## config.mk

```make
export PLATFORM = sky130hd
export DESIGN_NAME = uart_frame_parser_flat
export DESIGN_NICKNAME = d
export VERILOG_FILES = /design/src/rtl/uart_frame_parser_if.sv /design/src/rtl/uart_frame_parser.sv /design/src/flat_wrapper.sv
export SDC_FILE = /design/constraint.sdc
export NUM_CORES = 1
export LEC_CHECK = 0
export CORE_UTILIZATION = 60
export CTS_BUF_LIST = sky130_fd_sc_hd__clkbuf_2 sky130_fd_sc_hd__clkbuf_4 sky130_fd_sc_hd__clkbuf_8
export DETAILED_ROUTE_END_ITERATION = 6
export PLACE_DENSITY = 0.77
export SETUP_SLACK_MARGIN = 0.3
export SYNTH_ARGS = -nofsm -noshare
export SYNTH_HDL_FRONTEND = slang
export SYNTH_SLANG_ARGS = --single-unit
```

## constraint.sdc

```tcl
create_clock -name clk -period 5.6 [get_ports clk]
set_input_delay 0.84 -clock clk [delete_from_list [all_inputs] [get_ports clk]]
set_output_delay 0.84 -clock clk [all_outputs]
set_load 0.02 [all_outputs]
```

## src/rtl/uart_frame_parser_if.sv

```systemverilog
// Byte-stream bundle between uart_rx, the frame parser and the command decoder.
// Carries the receive strobe side and the valid/ready payload replay side.
interface uart_frame_parser_if;
    logic [7:0] rx_data;
    logic       rx_done;
    logic [7:0] out_data;
    logic       out_valid;
    logic       out_ready;
    logic       out_last;

    modport master (
        output rx_data, rx_done, out_ready,
        input  out_data, out_valid, out_last
    );

    modport slave (
        input  rx_data, rx_done, out_ready,
        output out_data, out_valid, out_last
    );
endinterface

```

## src/rtl/uart_frame_parser.sv

```systemverilog
// Frame parser: SYNC, LEN, PAYLOAD[LEN], CHK from a UART byte stream.
// Good payloads are buffered and replayed on a valid/ready stream with last.
module uart_frame_parser #(
    parameter logic [7:0] SYNC_BYTE = 8'hA5,
    parameter int         MAX_LEN   = 16,
    parameter int         TIMEOUT   = 1024
) (
    input  logic                clk,
    input  logic                reset,
    uart_frame_parser_if.slave  bus,
    output logic                frame_ok,
    output logic                frame_err,
    output logic [7:0]          drop_cnt
);
    localparam int AW = (MAX_LEN > 1) ? $clog2(MAX_LEN) : 1;
    localparam int TW = $clog2(TIMEOUT + 1);

    typedef enum logic [2:0] {
        HUNT, LEN, PAYLOAD, CHK, SEND
    } state_t;

    state_t          state_q, state_d;
    logic [7:0]      len_q, len_d;
    logic [7:0]      idx_q, idx_d;
    logic [7:0]      rd_q, rd_d;
    logic [7:0]      sum_q, sum_d;
    logic [TW-1:0]   timer_q, timer_d;
    logic            ok_q, ok_d;
    logic            err_q, err_d;
    logic [7:0]      drop_q, drop_d;
    logic            wr_en;
    logic            timed;
    logic            hs;
    logic            last;
    logic [7:0]      mem_q [2**AW];

    assign timed = (state_q == LEN) || (state_q == PAYLOAD) ||
                   (state_q == CHK);
    assign last  = (rd_q == len_q - 8'd1);
    assign hs    = (state_q == SEND) && bus.out_ready;

    always_comb begin
        state_d = state_q;
        len_d   = len_q;
        idx_d   = idx_q;
        rd_d    = rd_q;
        sum_d   = sum_q;
        drop_d  = drop_q;
        ok_d    = 1'b0;
        err_d   = 1'b0;
        wr_en   = 1'b0;
        timer_d = '0;
        if (timed && !bus.rx_done)
            timer_d = timer_q + TW'(1);
        unique case (state_q)
            HUNT: begin
                if (bus.rx_done && bus.rx_data == SYNC_BYTE)
                    state_d = LEN;
            end
            LEN: begin
                if (bus.rx_done) begin
                    len_d = bus.rx_data;
                    sum_d = bus.rx_data;
                    idx_d = 8'd0;
                    if (bus.rx_data > 8'(MAX_LEN)) begin
                        err_d   = 1'b1;
                        state_d = HUNT;
                    end else if (bus.rx_data == 8'd0) begin
                        state_d = CHK;
                    end else begin
                        state_d = PAYLOAD;
                    end
                end
            end
            PAYLOAD: begin
                if (bus.rx_done) begin
                    wr_en = 1'b1;
                    sum_d = sum_q + bus.rx_data;
                    idx_d = idx_q + 8'd1;
                    if (idx_q + 8'd1 == len_q)
                        state_d = CHK;
                end
            end
            CHK: begin
                if (bus.rx_done) begin
                    if (bus.rx_data == sum_q) begin
                        ok_d    = 1'b1;
                        rd_d    = 8'd0;
                        state_d = (len_q == 8'd0) ? HUNT : SEND;
                    end else begin
                        err_d   = 1'b1;
                        state_d = HUNT;
                    end
                end
            end
            SEND: begin
                if (bus.rx_done && drop_q != 8'hFF)
                    drop_d = drop_q + 8'd1;
                if (hs) begin
                    rd_d = rd_q + 8'd1;
                    if (last)
                        state_d = HUNT;
                end
            end
            default: state_d = HUNT;
        endcase
        // A byte arriving on the expiry cycle takes priority over the abort.
        if (timed && !bus.rx_done && timer_q == TW'(TIMEOUT - 1)) begin
            err_d   = 1'b1;
            state_d = HUNT;
        end
    end

    always_ff @(posedge clk or posedge reset) begin
        if (reset) begin
            state_q <= HUNT;
            len_q   <= '0;
            idx_q   <= '0;
            rd_q    <= '0;
            sum_q   <= '0;
            timer_q <= '0;
            ok_q    <= 1'b0;
            err_q   <= 1'b0;
            drop_q  <= '0;
        end else begin
            state_q <= state_d;
            len_q   <= len_d;
            idx_q   <= idx_d;
            rd_q    <= rd_d;
            sum_q   <= sum_d;
            timer_q <= timer_d;
            ok_q    <= ok_d;
            err_q   <= err_d;
            drop_q  <= drop_d;
        end
    end

    always_ff @(posedge clk) begin
        if (wr_en)
            mem_q[idx_q[AW-1:0]] <= bus.rx_data;
    end

    assign bus.out_valid = (state_q == SEND);
    assign bus.out_data  = bus.out_valid ? mem_q[rd_q[AW-1:0]] : 8'd0;
    assign bus.out_last  = bus.out_valid && last;
    assign frame_ok      = ok_q;
    assign frame_err     = err_q;
    assign drop_cnt      = drop_q;
endmodule
```

## src/flat_wrapper.sv

```systemverilog
// flat-port wrapper written by rule: the top's interface ports become plain ports
module uart_frame_parser_flat 
#(
    parameter logic [7:0] SYNC_BYTE = 8'hA5,
    parameter int         MAX_LEN   = 16,
    parameter int         TIMEOUT   = 1024
)
  (clk, reset, frame_ok, frame_err, drop_cnt, bus_rx_data, bus_rx_done, bus_out_ready, bus_out_data, bus_out_valid, bus_out_last);
  uart_frame_parser_if bus_i ();
  input  logic clk;
  input  logic reset;
  output logic frame_ok;
  output logic frame_err;
  output logic [7:0] drop_cnt;
  input wire logic [$bits(bus_i.rx_data)-1:0] bus_rx_data;
  input wire logic [$bits(bus_i.rx_done)-1:0] bus_rx_done;
  input wire logic [$bits(bus_i.out_ready)-1:0] bus_out_ready;
  output wire logic [$bits(bus_i.out_data)-1:0] bus_out_data;
  output wire logic [$bits(bus_i.out_valid)-1:0] bus_out_valid;
  output wire logic [$bits(bus_i.out_last)-1:0] bus_out_last;
  assign bus_i.rx_data = bus_rx_data;
  assign bus_i.rx_done = bus_rx_done;
  assign bus_i.out_ready = bus_out_ready;
  assign bus_out_data = bus_i.out_data;
  assign bus_out_valid = bus_i.out_valid;
  assign bus_out_last = bus_i.out_last;
  uart_frame_parser #(.SYNC_BYTE(SYNC_BYTE), .MAX_LEN(MAX_LEN), .TIMEOUT(TIMEOUT)) u_core (.clk(clk), .reset(reset), .bus(bus_i), .frame_ok(frame_ok), .frame_err(frame_err), .drop_cnt(drop_cnt));
endmodule
```

### Word-level counts from Yosys, hierarchy flattened

Memories as Yosys holds them, arrays and structs flattened.
Index checks and enable logic that the tools add are counted.
Widths: inputs -> output; s select.

| cells by class | value |
|---|---|
| add/sub/neg operators | 6 |
| $lt $le $gt $ge | 1 |
| eq/ne operators | 22 |
| mux-type cells | 38 |
| reductions and logical operators | 19 |

Operators by type and width:

| kind | count |
|---|---|
| $mux 8 | 8 |
| $pmux 8 s2 | 3 |
| $mux 3 | 11 |
| $add 8x1->8 const B | 3 |
| $eq 8x8->1 | 3 |
| $ne 3x3->1 const B | 6 |
| $logic_not 8->1 | 2 |
| $pmux 3 s5 | 1 |
| $mux 1 | 13 |
| $add 11x1->11 const B | 1 |
| $eq 11x10->1 const B | 1 |
| $mux 11 | 1 |
| $ne 2x2->1 const B | 5 |
| $add 8x8->8 | 1 |
| $eq 8x8->1 const B | 1 |
| $gt 8x5->1 const B | 1 |
| $ne 8x8->1 const B | 1 |
| $sub 8x1->8 const B | 1 |
| $reduce_and 7->1 | 1 |
| $eq 3x2->1 const B | 2 |
| $logic_and 1x1->1 | 6 |
| $reduce_and 2->1 | 2 |
| $reduce_and 4->1 | 1 |
| $reduce_bool 2->1 | 2 |
| 8 further kinds | 9 |

| storage, ports and cells | value |
|---|---|
| register bits | 56 |
| RAM bits | 128 |
| input bits | 12 |
| output and inout bits | 20 |
| memories kept | 1 |

Memories:

| memory | depth | width | rd ports | clocked after Yosys merged registers in | wr ports | line | text |
|---|---|---|---|---|---|---|---|
| u_core.mem_q | 16 | 8 | 1 | 0 | 1 | uart_frame_parser.sv:35 | `logic [7:0] mem_q [2**AW];` |

### Logic depth before layout (Yosys ltp)

| depth | value |
|---|---|
| depth after elaboration | 7 |
| gate-level depth with buffers | 10 |
| depth with buffers taken out | 9 |

### Worst setup path before layout

Ideal clock, no wire load.

| timing path | value |
|---|---|
| kind | register to output |
| start | register u_core.len_q[0] |
| end | output port bus_out_last |
| data arrival time | 1.970 ns |
| required time | 4.760 ns |
| path slack | 2.790 ns |
| cell stages (with the launch flop) | 10 |
| path buffers | 2 |
| cells stage by stage | dfrtp_1 -> clkbuf_1 -> inv_1 -> ha_1 -> clkbuf_1 -> nor2_1 -> nor2_1 -> a221o_1 -> a211oi_1 -> and3_1 |

| on the way | value |
|---|---|
| cells in the longest elaborated chain, start to end | 3 |

RTL lines:

| element | line | text |
|---|---|---|
| from (decl) | uart_frame_parser.sv:23 | `logic [7:0] len_q, len_d;` |
| from (signal assigned) | uart_frame_parser.sv:127 | `len_q <= len_d;` |
| $sub 8x1->8 | uart_frame_parser.sv:39 | `assign last = (rd_q == len_q - 8'd1);` |
| $eq 8x8->1 | uart_frame_parser.sv:39 |  |
| $logic_and 1x1->1 | uart_frame_parser.sv:145 | `assign bus.out_last = bus.out_valid && last;` |
| to (decl) | flat_wrapper.sv:20 | `output wire logic [$bits(bus_i.out_last)-1:0] bus_out_last;` |

No other way between the ends.

### Worst setup path in the final report

| timing path | value |
|---|---|
| start | register u_core.rd_q[0] |
| end | output port bus_out_data[2] |

| on the way | value |
|---|---|
| cells in the longest elaborated chain, start to end | 2 |

RTL lines:

| element | line | text |
|---|---|---|
| from (decl) | uart_frame_parser.sv:25 | `logic [7:0] rd_q, rd_d;` |
| from (signal assigned) | uart_frame_parser.sv:129 | `rd_q <= rd_d;` |
| $mem_v2 16x8 | - |  |
| $mux 8 | uart_frame_parser.sv:144 | `assign bus.out_data = bus.out_valid ? mem_q[rd_q[AW-1:0]] : 8'd0;` |
| to (decl) | flat_wrapper.sv:18 | `output wire logic [$bits(bus_i.out_data)-1:0] bus_out_data;` |

No other way between the ends.

==> results by group <==
Logic synthesis
  – Register area share after synthesis: 0.6167
  – Synth area leaders: edfxtp_1, dfrtp_1, mux4_1
  – Mapped Area: 0.008504 sq mm
  – Seq cells post-synth: 184
  – Post-synth ARST share: 0.3043
  – EDFF count, synth: 128
  – Distinct cell type count after synthesis: 59
  – Yosys top cell by area: edfxtp_1
  – Gate Count Post-Synth: 590
  – Synth Flop Type: edfxtp_1
  – Yosys warning count: 0
  – Synthesized area per cell: 14.41 sq um
  – Post-synthesis net count: 619
  – Top-area cell type share of the netlist area: 0.4520

Routing
  – Residual DRC count: 0
  – Drt pass-1 iters: 5
  – DR WL/cell: 22.24 um
  – First DRT Iteration DRCs: 602
  – Vias per cell: 6.301
  – Antenna Nets Post-Route: 0
  – Total wire length: 18080 um
  – Vias: 5123

Critical path
  – Crit end category: primary output
  – CP peak stage delay: 1.14 ns
  – Worst path cell trace: mux4_1 -> mux4_2 -> and2_1 -> clkdlybuf4s50_1
  – Register-to-register setup slack: 2.75 ns
  – Crit start category: register
  – Worst EP arrival: 3.51 ns
  – Worst EP required: 4.76 ns
  – Slowest CP cell: dfrtp_2
  – Crit Path Class: reg -> out
  – Critical Path Fanout Max: 38

Pwr
  – Reg power frac: 0.521
  – Pint: 2.264 mW
  – Combinational power share: 0.178
  – Power per cell area: 336.1 mW/mm^2
  – Final Power: 3.142 mW
  – P_sw: 878.2 uW
  – Maximum vdd ir drop: 0.0001769 V
  – Clock power frac: 0.301
  – Sw Ratio: 0.2795
  – Lkg Pwr: 3.326 nW

Finish
  – Reg area: 0.005246 sq mm
  – Filler Cell Count: 908
  – Area grow syn2layout: 9.916%
  – Multi-input gate area: 0.003010 sq mm
  – Layout Nets: 649
  – Diode count: 0
  – Proportion of layout cells with a drive suffix above 1: 0.1090

Global routing
  – Initial antenna violation count: 0
  – First-pass GRT wire length: 28300 um
  – Total track usage: 0.2691
  – Pin count of the biggest net entering global routing: 57
  – Grt total ovfl: 0
  – Vias in the first global route: 5315

Clock network
  – Post-cts sizing count: 0
  – CTS tree: yes
  – CTS Buffer Depth: 2
  – Num CTS Buffers: 17
  – Hold_buf cts: 0
  – Root buf cell: clkbuf_8
  – Clock sink count: 184
  – Post-CTS Setup Inserts: 0
  – Deepest level of the CTS H-tree: 4
  – Clock transition at path regs: 0.09 ns
  – Clk Latency, worst-skew pair: 0.45 ns

STA
  – Setup WS post-layout: 1.249 ns
  – Final period util: 0.7770
  – Final Max Slew Viols: 0
  – Final setup vio count: 0
  – Fin crit period: 4.351 ns
  – Hold Fails Final Rpt: 0
  – Skew final: 0.007767 ns
  – RSZ-0062 raised after global routing: false
  – Highest Clock Rate: 229.8 MHz
  – Slew headroom: 0.2042
  – Worst-Margin Slew: 1.189 ns
  – Sum Neg Setup Slack: 0 ns

Floorplanning
  – Die ar.: 0.01465 sq mm
  – IO Count: 32
  – Die Height: 121.1 um
  – Initial Util: 0.6151
  – Core area: 0.01383 sq mm
  – Num rows: 43
  – Die X: 121.1 um

Placed design
  – Pre-CTS setup slack: 1.743 ns
  – Post-DP HPWL: 11520 um
  – Routability Congestion: 0.8314
  – PortBufs: 31

Min path
  – Min-Delay Path Class: reg -> reg

Run status
  – Outcome: completed

Run
  – Max_cap viols: 0
-- flip-flops by register name (all words and copies together) (netlist names) --
| register | flops |
|---|---|
| u_core.drop_cnt | 8 |
| u_core.frame_err | 1 |
| u_core.frame_ok | 1 |
| u_core.idx_q | 8 |
| u_core.len_q | 8 |
| u_core.mem_q | 128 |
| u_core.rd_q | 8 |
| u_core.state_q | 3 |
| u_core.sum_q | 8 |
| u_core.timer_q | 11 |
-- final cells by class --
cell class | count | share of cell area
sequential | 184 | 0.5612
clock inverter | 10 | 0.01513
timing repair buffer | 38 | 0.03882
clock buffer | 22 | 0.03105
inverter | 19 | 0.007629
multi-input combinational | 360 | 0.3220
tap | 180 | 0.02409
-- critical path: cells and delay by family, from the launching register on --
kind | cells | cell delay [ns]
multiplexers | 2 | 1.19
flip-flops | 1 | 1.14
buffers and inverters | 1 | 0.53
AND/OR/NAND/NOR | 1 | 0.17
-- cells in the mapped netlist (all sizes together) (5+ instances only) --
cell type,instances
and2,11
mux4,40
nand4,9
nand2,49
inv,19
nand3,16
ha,16
buf,19
edfxtp,128
a21oi,10
dfrtp,56
xor2,19
mux2i,5
xnor2,23
nor3,12
and3,5
clkbuf,8
o21ai,27
or3,11
nor2,52
-- power by group through the flow --
stage               clock network [mW]  registers [mW]  logic, mW
global route                      1.01            1.65      0.623
floorplan                            0            1.62      0.447
finish                           0.947            1.64      0.559
CTS                              0.962            1.63      0.557
global placement                     0            1.65      0.524
detailed placement                   0            1.66      0.551
-- cells by family after synthesis --
group | share of synthesized area
buffers and inverters | 0.03163
AO/OA/AOI/OAI | 0.05355
XOR/XNOR | 0.04325
AND/OR/NAND/NOR | 0.1025
flip-flops | 0.6167
multiplexers | 0.1264
adder cells (fa/ha/maj) | 0.02589
-- final timing paths --
check,from,end,cells after the start
max,u_core.rd_q[0],bus_out_data[2],4
min,u_core.drop_cnt[7],u_core.drop_cnt[7],1
max reg2reg,u_core.state_q[2],u_core.mem_q[1][6],5
min reg2reg,u_core.drop_cnt[7],u_core.drop_cnt[7],1
max in group asynchronous,reset,u_core.rd_q[0],3
min in group asynchronous,reset,u_core.drop_cnt[4],3
-- metal layers --
metal | part of all wire | global-route usage | vias to the layer above
li1 | - | - | 2291
met1 | 0.41 | 0.3460 | 2604
met2 | 0.50 | 0.4407 | 184
met3 | 0.060 | 0.05498 | 44
met4 | 0.027 | 0.1273 | 0
met5 | 0 | 0 | -
-- cells in the final DEF (no fill, tap or decap), types with 17 or more instances in the layout --
master	n
clkbuf_8	20
clkdlybuf4s50_1	31
dfrtp_1	55
edfxtp_1	128
inv_1	17
mux4_1	21
mux4_2	19
nand2_1	49
nor2_1	52
xnor2_1	23
xor2_1	19
-- through the flow --
step	util	instances	hold WS, ns	instance area, sq um
2_1_floorplan	-	590	0.4547	8504
3_3_place_gp	0.6448	781	0.4698	8916
3_5_place_dp	0.6448	781	0.4922	8916
4_1_cts	0.6760	813	0.5035	9348
5_1_grt	0.6760	813	0.5269	9348
6_report	0.6760	813	0.4965	9348
(Power assumes the default switching activity.)
